<file path="src/rtl/mips_pkg.sv">
// Shared encodings for the data-memory access path: access sizes and FSM states.
// No logic; constants and a small size-normalising helper only.
// Imported by mem_access_unit and mem_align.
package mips_pkg;

    // Access size encodings carried on mem_size
    localparam logic [1:0] SZ_BYTE = 2'b00;
    localparam logic [1:0] SZ_HALF = 2'b01;
    localparam logic [1:0] SZ_WORD = 2'b10;

    // Memory access FSM state encodings
    localparam logic [1:0] ST_IDLE = 2'b00;
    localparam logic [1:0] ST_BUSY = 2'b01;
    localparam logic [1:0] ST_DONE = 2'b10;

    // The unused 2'b11 size code behaves exactly like a word access
    function automatic logic [1:0] norm_size(input logic [1:0] size);
        return (size == 2'b11) ? SZ_WORD : size;
    endfunction

endpackage

</file>
<file path="src/rtl/mem_align.sv">
// Lane steering for stores, byte enables, alignment check and load extraction/extension.
// Latency: purely combinational, zero cycles.
// Backpressure: none; outputs follow inputs. Sub-word support only with MAU_SUBWORD_EN defined.
module mem_align
    import mips_pkg::*;
(
    input  logic [1:0]  st_size,
    input  logic [1:0]  st_lo,
    input  logic [31:0] st_wdata,
    output logic [3:0]  st_be,
    output logic [31:0] st_lane_dat,
    output logic        misaligned,
    input  logic [1:0]  ld_size,
    input  logic        ld_unsigned,
    input  logic [1:0]  ld_lo,
    input  logic [31:0] ld_rdata,
    output logic [31:0] ld_ext
);

`ifdef MAU_SUBWORD_EN
    logic [7:0]  ld_byte;
    logic [15:0] ld_half;

    // Store side: replicate data across lanes and pick the enables for the addressed lane(s)
    always_comb begin
        st_be       = 4'b1111;
        st_lane_dat = st_wdata;
        misaligned  = 1'b0;
        case (norm_size(st_size))
            SZ_BYTE: begin
                st_be       = 4'b0001 << st_lo;
                st_lane_dat = {4{st_wdata[7:0]}};
            end
            SZ_HALF: begin
                st_be       = st_lo[1] ? 4'b1100 : 4'b0011;
                st_lane_dat = {2{st_wdata[15:0]}};
                misaligned  = st_lo[0];
            end
            default: begin
                st_be       = 4'b1111;
                st_lane_dat = st_wdata;
                misaligned  = |st_lo;
            end
        endcase
    end

    // Load side: select the addressed lane and sign- or zero-extend it
    always_comb begin
        case (ld_lo)
            2'd0:    ld_byte = ld_rdata[7:0];
            2'd1:    ld_byte = ld_rdata[15:8];
            2'd2:    ld_byte = ld_rdata[23:16];
            default: ld_byte = ld_rdata[31:24];
        endcase
        ld_half = ld_lo[1] ? ld_rdata[31:16] : ld_rdata[15:0];
        case (norm_size(ld_size))
            SZ_BYTE: ld_ext = {{24{~ld_unsigned & ld_byte[7]}}, ld_byte};
            SZ_HALF: ld_ext = {{16{~ld_unsigned & ld_half[15]}}, ld_half};
            default: ld_ext = ld_rdata;
        endcase
    end
`else
    logic unused_subword;

    // Word-only build: every access is a full word; size and extension controls are ignored
    assign st_be          = 4'b1111;
    assign st_lane_dat    = st_wdata;
    assign misaligned     = |st_lo;
    assign ld_ext         = ld_rdata;
    assign unused_subword = ^{st_size, ld_size, ld_unsigned, ld_lo};
`endif

endmodule

</file>
<file path="src/rtl/mem_access_unit.sv">
// Data-memory access FSM (IDLE/BUSY/DONE) between EX/MEM and the data bus; sub-words via MAU_SUBWORD_EN.
// Latency: minimum 3 cycles per access (launch, BUSY with ack, DONE); timeout after MAX_WAIT BUSY cycles.
// Backpressure: stall holds the pipeline from launch until DONE; bus waits on dmem_ack with held request.
module mem_access_unit
    import mips_pkg::*;
#(
    parameter int MAX_WAIT = 16
) (
    input  logic        clk,
    input  logic        reset_n,
    input  logic        ex_valid,
    input  logic        mem_read,
    input  logic        mem_write,
    input  logic [1:0]  mem_size,
    input  logic        mem_unsigned,
    input  logic [31:0] addr,
    input  logic [31:0] wdata,
    output logic        stall,
    output logic        dmem_req,
    output logic        dmem_we,
    output logic [31:0] dmem_addr,
    output logic [3:0]  dmem_be,
    output logic [31:0] dmem_wdata,
    input  logic        dmem_ack,
    input  logic [31:0] dmem_rdata,
    output logic [31:0] read_data,
    output logic        misalign,
    output logic        bus_err
);

    logic [1:0]  state;
    logic [7:0]  wait_cnt;
    logic        we_q;
    logic [1:0]  size_q;
    logic        uns_q;
    logic [1:0]  lo_q;
    logic        bus_err_q;

    logic        op;
    logic        in_idle;
    logic        in_busy;
    logic        misaligned_c;
    logic        launch;
    logic        timeout;
    logic [3:0]  be_c;
    logic [31:0] lane_c;
    logic [31:0] ld_ext_c;

    mem_align u_align (
        .st_size     (mem_size),
        .st_lo       (addr[1:0]),
        .st_wdata    (wdata),
        .st_be       (be_c),
        .st_lane_dat (lane_c),
        .misaligned  (misaligned_c),
        .ld_size     (size_q),
        .ld_unsigned (uns_q),
        .ld_lo       (lo_q),
        .ld_rdata    (dmem_rdata),
        .ld_ext      (ld_ext_c)
    );

    // A store wins when both read and write are asserted, so any of the two makes an op
    assign op      = ex_valid & (mem_read | mem_write);
    assign in_idle = (state == ST_IDLE);
    assign in_busy = (state == ST_BUSY);
    assign launch  = in_idle & op & ~misaligned_c;
    assign timeout = in_busy & ~dmem_ack & (wait_cnt == 8'(MAX_WAIT - 1));

    // Outputs are gated by reset_n so nothing leaks out while reset is held
    assign stall    = reset_n & (launch | in_busy);
    assign misalign = reset_n & in_idle & op & misaligned_c;
    assign dmem_req = in_busy;
    assign dmem_we  = in_busy & we_q;
    assign bus_err  = bus_err_q;

    // FSM: launch from IDLE, wait for ack or timeout in BUSY, DONE always returns to IDLE
    always_ff @(posedge clk or negedge reset_n) begin
        if (!reset_n) begin
            state <= ST_IDLE;
        end else begin
            case (state)
                ST_IDLE: if (launch) state <= ST_BUSY;
                ST_BUSY: if (dmem_ack || timeout) state <= ST_DONE;
                default: state <= ST_IDLE;
            endcase
        end
    end

    // Wait counter: number of BUSY cycles already spent on the current request
    always_ff @(posedge clk or negedge reset_n) begin
        if (!reset_n) begin
            wait_cnt <= 8'd0;
        end else if (in_busy && !dmem_ack && !timeout) begin
            wait_cnt <= wait_cnt + 8'd1;
        end else begin
            wait_cnt <= 8'd0;
        end
    end

    // Request registers captured at launch and held stable for the whole BUSY phase
    always_ff @(posedge clk or negedge reset_n) begin
        if (!reset_n) begin
            dmem_addr  <= 32'd0;
            dmem_be    <= 4'd0;
            dmem_wdata <= 32'd0;
            we_q       <= 1'b0;
            size_q     <= SZ_WORD;
            uns_q      <= 1'b0;
            lo_q       <= 2'd0;
        end else if (launch) begin
            dmem_addr  <= {addr[31:2], 2'b00};
            dmem_be    <= be_c;
            dmem_wdata <= lane_c;
            we_q       <= mem_write;
            size_q     <= mem_size;
            uns_q      <= mem_unsigned;
            lo_q       <= addr[1:0];
        end
    end

    // Load result: extended data on a load ack, zero on timeout, otherwise held
    always_ff @(posedge clk or negedge reset_n) begin
        if (!reset_n) begin
            read_data <= 32'd0;
        end else if (timeout) begin
            read_data <= 32'd0;
        end else if (in_busy && dmem_ack && !we_q) begin
            read_data <= ld_ext_c;
        end
    end

    // Bus error pulse shows up in the DONE cycle that follows a timeout
    always_ff @(posedge clk or negedge reset_n) begin
        if (!reset_n) begin
            bus_err_q <= 1'b0;
        end else begin
            bus_err_q <= timeout;
        end
    end

endmodule
</file>
<file path="config.mk">
export PLATFORM = sky130hd
export DESIGN_NAME = mem_access_unit
export DESIGN_NICKNAME = d
export VERILOG_FILES = /design/src/rtl/mips_pkg.sv /design/src/rtl/mem_align.sv /design/src/rtl/mem_access_unit.sv
export SDC_FILE = /design/constraint.sdc
export NUM_CORES = 1
export LEC_CHECK = 0
export BUFFER_PORTS_ARGS = -buffer_cell sky130_fd_sc_hd__buf_2
export CORE_MARGIN = 2
export CORE_UTILIZATION = 40
export DETAILED_ROUTE_END_ITERATION = 10
export MAX_ROUTING_LAYER = met4
export PLACE_DENSITY_LB_ADDON = 0.25
export SYNTH_ARGS = -nofsm -noshare
export SYNTH_HDL_FRONTEND = slang
export SYNTH_SLANG_ARGS = --single-unit
</file>
<file path="constraint.sdc">
create_clock -name clk -period 2.4 [get_ports clk]
set_clock_uncertainty 0.1 [all_clocks]
set_input_delay 0.12 -clock clk [delete_from_list [all_inputs] [get_ports clk]]
set_output_delay 0.12 -clock clk [all_outputs]
set_load 0.05 [all_outputs]
</file>
* Word level (Yosys, flattened, before mapping)
Cells that the tools add are included.
** Operators by class
- $add $sub $neg :: 1
- Equal/unequal tests :: 4
- Muxes and demuxes :: 6
- Bitwise logic cells :: 14
- Reductions and logical operators :: 12
** Operators with widths (count)
- 2-to-1 mux 32 bit :: 2
- bitwise AND 1 bit :: 10
- adder 8 x 1 -> 8 bit (second input constant) :: 1
- equality test 8 x 4 -> 1 bit (second input constant) :: 1
- 2-to-1 mux 8 bit :: 1
- logical AND 1 bit :: 4
- 2-to-1 mux 2 bit :: 2
- != test 2 x 1 -> 1 bit (second input constant) :: 2
- one-hot mux 2 bit (2 select lines) :: 1
- logical NOT 1 bit :: 3
- equality test 2 x 1 -> 1 bit (second input constant) :: 1
- logical NOT 2 bit :: 1
- inverter 1 bit :: 2
- OR 1 bit :: 2
- AND reduction 2 bit :: 1
- nonzero test 2 bit :: 1
- OR reduction 2 bit :: 1
- logical OR 1 bit :: 1
** Word-level totals
- Flip-flop bits (word level) :: 107
- Output and inout bits :: 105

* Logic depth before layout (Yosys ltp)
- Depth in word-level cells :: 6
- Mapped depth :: 5
- Depth with buffers taken out :: 4

* Modules after synthesis
Synthesis repeated with hierarchy kept, for this count alone.
** Unflattened totals
- Cell total of the unflattened synthesis :: 421
- Area, all modules :: 5122.4 µm²
** By module, submodules not included
- mem_access_unit :: instances 1, cells an instance 351, area each 4601.9 µm², sequential area each 2879.0 µm²
- mem_align :: instances 1, cells an instance 70, area each 520.5 µm², sequential area each 0.0 µm²

* Least setup slack after synthesis
Ideal clock, no wire load.
- Path kind :: reg-to-output
- Start :: reg state[0]
- End :: out stall
- Data arrival time :: 2.178 ns
- Slack :: 0.002 ns
- Cell stages (with the launch flop) :: 6
- Path buffers :: 2
- Cell sequence :: dfrtp_1 > nor2_1 > o2111ai_1 > buf_2 > buf_2 > a21boi_0
** Between the ends
- Word-level cells in the longest chain between the ends :: 5
- Elaborated cells between the ends (all ways) :: 6
- Classes of those cells :: eq/ne (1); bitwise (4); reduce/logical (1)
** RTL lines
- from (decl) :: line mem_access_unit.sv:31 : logic [1:0] state;
- from (signal assigned) :: line mem_access_unit.sv:80 : state <= ST_IDLE;
- from (signal assigned) :: line mem_access_unit.sv:83 : ST_IDLE: if (launch) state <= ST_BUSY;
- from (signal assigned) :: line mem_access_unit.sv:84 : ST_BUSY: if (dmem_ack || timeout) state <= ST_DONE;
- logical NOT 2 bit :: line mem_access_unit.sv:65 : assign in_idle = (state == ST_IDLE);
- bitwise AND 1 bit (2 in a row) :: line mem_access_unit.sv:67 : assign launch = in_idle & op & ~misaligned_c;
- OR 1 bit * :: line mem_access_unit.sv:71 : assign stall = reset_n & (launch | in_busy);
- bitwise AND 1 bit * :: line mem_access_unit.sv:71
- to (decl) :: line mem_access_unit.sv:18 : output logic stall,
Mark *: on every way between the ends. The rest lies on a longest branch, timed or not.

* Worst setup path after layout
Same ends and word-level chain as after synthesis.

==> impl_table.tex <==
\begin{tabular}{lr}
\hline
Metric & Value \\
\hline
\multicolumn{2}{l}{\textbf{Outcome}} \\
\quad Outcome & finished, final reports clean \\
\multicolumn{2}{l}{\textbf{Synthesis}} \\
\quad Number of warnings printed during yosys synthesis & 0 \\
\quad Syn Area/Cell & approximately 13 sq um \\
\quad Cell variety after synth & 37 \\
\quad Dominant cell by count in the synthesized netlist & sky130\_fd\_sc\_hd\_\_dfrtp\_1 \\
\quad Cells after synthesis & roughly 340 \\
\quad Most used DFF post-synth & sky130\_fd\_sc\_hd\_\_dfrtp\_1 \\
\quad Sequential cell area fraction in the yosys report & 62.1\% \\
\quad Async set-or-reset flop fraction in the synthesized netlist & 100\% \\
\quad Cell accounting for the most synthesized area & sky130\_fd\_sc\_hd\_\_dfrtp\_1 \\
\quad Post-synthesis sequential element count & around 110 \\
\quad Most numerous cell types in the synthesized netlist & sky130\_fd\_sc\_hd\_\_dfrtp\_1 (107), sky130\_fd\_sc\_hd\_\_nand2\_1 (68), sky130\_fd\_sc\_hd\_\_mux2\_2 (63) \\
\quad Cell area after synthesis & about 4300 sq um \\
\quad Fraction of post-synthesis cell area in the top cell type by area & between 60 and 70\% \\
\quad Number of synthesized flops with an enable pin & 0 \\
\quad Ranking of synthesized cells by area & sky130\_fd\_sc\_hd\_\_dfrtp\_1 (62\%), sky130\_fd\_sc\_hd\_\_mux2\_2 (16\%), sky130\_fd\_sc\_hd\_\_nand2\_1 (5.9\%) \\
\multicolumn{2}{l}{\textbf{GRT}} \\
\quad Pin count of the biggest net entering global routing & 76 \\
\quad Residual overflow from global routing & 0 \\
\quad Initial antenna violation count & 0 \\
\quad Number of global-route vias before repair & a little under 4,000 \\
\quad Global-route wire length before repair & 18,100 um \\
\quad GRT Overall Usage & about a fifth \\
\multicolumn{2}{l}{\textbf{Power and ir drop}} \\
\quad Power per unit of standard cell area & 1050 nW/um\^{}2 \\
\quad Worst-case vdd ir drop & roughly 0.58 mV \\
\quad Power share of the combinational group & 45.9\% \\
\quad Proportion of power drawn by the clock network & between 10\% and 20\% \\
\quad Internal power consumption & 0.00373 W \\
\quad Leakage & 3.21 nW \\
\quad Net switching share of the total power & a little under half \\
\quad Sequential share of power & a little under two fifths \\
\quad Net Switching & 0.00317 W \\
\multicolumn{2}{l}{\textbf{Timing}} \\
\quad RSZ-0062 raised after global routing & false \\
\quad Total count of hold-check failures in the final report & 0 \\
\quad Minimum clock period after layout & slightly above 2 ns \\
\quad Final worst-path setup slack & roughly 0.36 ns \\
\quad Peak clock frequency supported by timing & 0.490 GHz \\
\quad Worst hold margin & 0.0307 ns \\
\quad Worst max-slew margin expressed relative to the limit & 54.8\% \\
\quad Count of final max-slew check failures & 0 \\
\quad Total setup violations reported at the end of the flow & 0 \\
\quad Setup Total Neg Slack & 0 ns \\
\quad Worst Max-Slew Pin Slew & slightly below 0.7 ns \\
\quad Post-route fraction of the period consumed by the critical path & $\sim$85\% \\
\multicolumn{2}{l}{\textbf{Worst setup path}} \\
\quad Crit path max-delay cell type & sky130\_fd\_sc\_hd\_\_dfrtp\_1 \\
\quad Critical-path cell list & nor2\_1 -> o2111ai\_4 -> a21boi\_0 -> buf\_2 \\
\quad Reg-to-reg slack, setup & 0.50 ns \\
\quad Maximum net fanout on the critical path & 8 \\
\quad Endpoint kind of the worst setup timing path & output pin \\
\quad Critical path's largest stage delay & around 0.42 ns \\
\quad Family of cells with the greatest summed delay on the critical path & compound AO/OA/AOI/OAI gates \\
\quad Required time reported for the critical path endpoint & 2.18 ns \\
\quad Number of cells on the worst reg-to-reg path & 3 \\
\quad Worst Path Class, Setup & reg2out \\
\quad RR Startpoint & state[1]\$\_DFFE\_PN0P\_ \\
\quad CP startpoint kind & register \\
\quad WP data arrival & 1.82 ns \\
\quad Endpoint of the lowest-slack register-to-register path & read\_data[24]\$\_DFFE\_PN0P\_ \\
\quad Total buffers and inverters traversed by the critical path & 1 \\
\multicolumn{2}{l}{\textbf{Drt}} \\
\quad Remaining antenna violation count after routing & 0 \\
\quad Number of DRC markers in iteration 0 & 159 \\
\quad Mean number of vias per cell & roughly 4.7 \\
\quad Final wirelength & between 10,000 and 15,000 um \\
\quad Remaining DRCs & 0 \\
\quad Final routed wire length divided by cell count & around 15 um \\
\quad Via count of the routed design & between 3,000 and 4,000 \\
\quad 1st-pass router iterations & 6 \\
\multicolumn{2}{l}{\textbf{Clocking}} \\
\quad Maximum clock insertion buffer count & 2 \\
\quad H-tree depth reported by CTS & 3 \\
\quad CTS clk-pin slew, worst paths & approximately 0.1 ns \\
\quad CTS Hold Buffers Added & between 90 and 100 \\
\quad Inserted Clock Buffers & 9 \\
\quad Library cell used as clock root buffer & sky130\_fd\_sc\_hd\_\_clkbuf\_8 \\
\quad Clock network latency to the later pin of the worst-skew pair & approximately 0.36 ns \\
\quad Quantity of gates resized following cts & 0 \\
\quad Post-CTS setup buffers & 0 \\
\quad Clock tree from TritonCTS & built \\
\quad Sinks on the clock net & 107 \\
\multicolumn{2}{l}{\textbf{Finish}} \\
\quad Final net count & 738 \\
\quad Sequential Area & approximately 2700 sq um \\
\quad Antenna diode count & 0 \\
\quad Layout fillers & 840 \\
\quad Combined area of the multi-input logic cells & roughly 1500 sq um \\
\quad Fraction of final layout cells with drive strength greater than 1 & between 40\% and 50\% \\
\quad Syn-to-layout area delta & 52.8\% \\
\quad Final Util & 63.3\% \\
\multicolumn{2}{l}{\textbf{Place}} \\
\quad PortBufs & roughly 200 \\
\quad Half-perimeter wire length after detailed placement & roughly 7000 um \\
\quad Routability-driven placement congestion ratio & 0.731 \\
\quad Pre-CTS setup slack & approximately 0.5 ns \\
\multicolumn{2}{l}{\textbf{Job}} \\
\quad Max\_cap viols & 0 \\
\multicolumn{2}{l}{\textbf{Die}} \\
\quad Number of ports placed on the die boundary & between 200 and 250 \\
\quad Row Count & 37 \\
\quad Height of the die & 108 um \\
\quad Die span in x & about 110 um \\
\quad Core Area & 10,400 sq um \\
\quad Floorplan die area & about 12,000 sq um \\
\quad Initial core utilization & approximately two fifths \\
\multicolumn{2}{l}{\textbf{Min path}} \\
\quad Hold Path Sink & state[0]\$\_DFFE\_PN0P\_ \\
\quad Classification of the worst-slack hold path & in2reg \\
\quad Start point of the worst hold path & addr[0] \\
\quad Cells on Worst Hold Path & 4 \\
\hline
\end{tabular}
## per-layer routing
metal / global-route usage [%] / up-vias / part of all wire, %
met1: 22.7 / 1736 / 40
li1: - / 1721 / -
met4: 9.16 / 0 / 2.4
met2: 36.6 / 121 / 53
met3: 3.33 / 20 / 4.6
met5: - / - / 0
## worst max path at each step
stage,cells after the start,from,end,slack [ns]
after floorplan,5,state[0]$_DFFE_PN0P_,stall,0.002
after global placement,3,state[1]$_DFFE_PN0P_,read_data[21]$_DFFE_PN0P_,0.52
after detailed placement,4,wait_cnt[5]$_DFF_PN0_,read_data[12]$_DFFE_PN0P_,0.50
after CTS,4,state[0]$_DFFE_PN0P_,stall,0.31
after global routing,4,state[0]$_DFFE_PN0P_,stall,0.25
final,4,state[0]$_DFFE_PN0P_,stall,0.36
## cell families (layout without fill, tap and decap cells)
logic type	Yosys count	count (layout)	share of synthesized area, %
flops	107	107	62.1
simple gates	92	92	9.83
mux	63	63	16.4
compound gates	46	46	6.53
buf+inv	28	325	4.55
fa+ha+maj	1	1	0.290
other cells	1	2	0.0869
xor+xnor	1	1	0.203
## power by group through the flow
| stage | Sequential [W] | Clock [W] | Combinational, W |
|---|---|---|---|
| 6_report | 0.00253 | 0.00120 | 0.00317 |
| 5_1_grt | 0.00259 | 0.00132 | 0.00332 |
| 4_1_cts | 0.00252 | 0.00125 | 0.00317 |
| 3_5_place_dp | 0.00256 | 0 | 0.00304 |
| 3_3_place_gp | 0.00253 | 0 | 0.00301 |
| 2_1_floorplan | 0.00429 | 0 | 0.000548 |
## state kept, by name, indices dropped and copies added, names as in the netlist
signal and count:
bus_err 1, dmem_addr 30, dmem_be 1, dmem_wdata 32
read_data 32, state 2, wait_cnt 8, we_q 1
## metrics by stage
stage / cell area (sq um) / power (W) / cells
final: 6590 / 0.00689 / 773
after global routing: 6590 / 0.00722 / 773
after CTS: 6590 / 0.00694 / 773
after detailed placement: 5400 / 0.00560 / 660
after global placement: 5400 / 0.00554 / 660
after floorplan: 4320 / 0.00483 / 340
## worst register-to-register path, stage by stage (launching register included)
cell,delay [ns]
sky130_fd_sc_hd__dfrtp_1,0.42
sky130_fd_sc_hd__or4bb_2,0.99
sky130_fd_sc_hd__nand2_1,0.22
sky130_fd_sc_hd__a21oi_2,0.07
## layout make-up
class                           count  area share [%]
Clock buffer                       10            1.94
Clock inverter                      6            1.37
Inverter                            4           0.228
Multi-Input combinational cell    205            22.2
Sequential cell                   107            40.6
Tap cell                          136            2.58
Timing Repair Buffer              305            31.1
## layout by cell type, fill, tap and decap left out, types with 2 or more instances in the layout
cell type | synthesis | layout
sky130_fd_sc_hd__inv_1 | 4 | 4
sky130_fd_sc_hd__buf_2 | 9 | 203
sky130_fd_sc_hd__mux2_2 | 63 | 63
sky130_fd_sc_hd__o21ai_0 | 3 | 3
sky130_fd_sc_hd__bufinv_16 | 0 | 2
sky130_fd_sc_hd__nand2b_1 | 3 | 3
sky130_fd_sc_hd__buf_4 | 5 | 3
sky130_fd_sc_hd__o211ai_1 | 2 | 2
sky130_fd_sc_hd__dlygate4sd3_1 | 0 | 97
sky130_fd_sc_hd__conb_1 | 1 | 2
sky130_fd_sc_hd__a21oi_2 | 9 | 9
sky130_fd_sc_hd__a21oi_1 | 27 | 27
sky130_fd_sc_hd__nand2_1 | 68 | 68
sky130_fd_sc_hd__buf_12 | 0 | 2
sky130_fd_sc_hd__nand3_1 | 2 | 2
sky130_fd_sc_hd__clkbuf_8 | 2 | 9
sky130_fd_sc_hd__clkinv_4 | 0 | 2
sky130_fd_sc_hd__nor2_1 | 6 | 6
sky130_fd_sc_hd__dfrtp_1 | 107 | 107
sky130_fd_sc_hd__or3_1 | 2 | 2
Power figures use the tool's default switching activity.
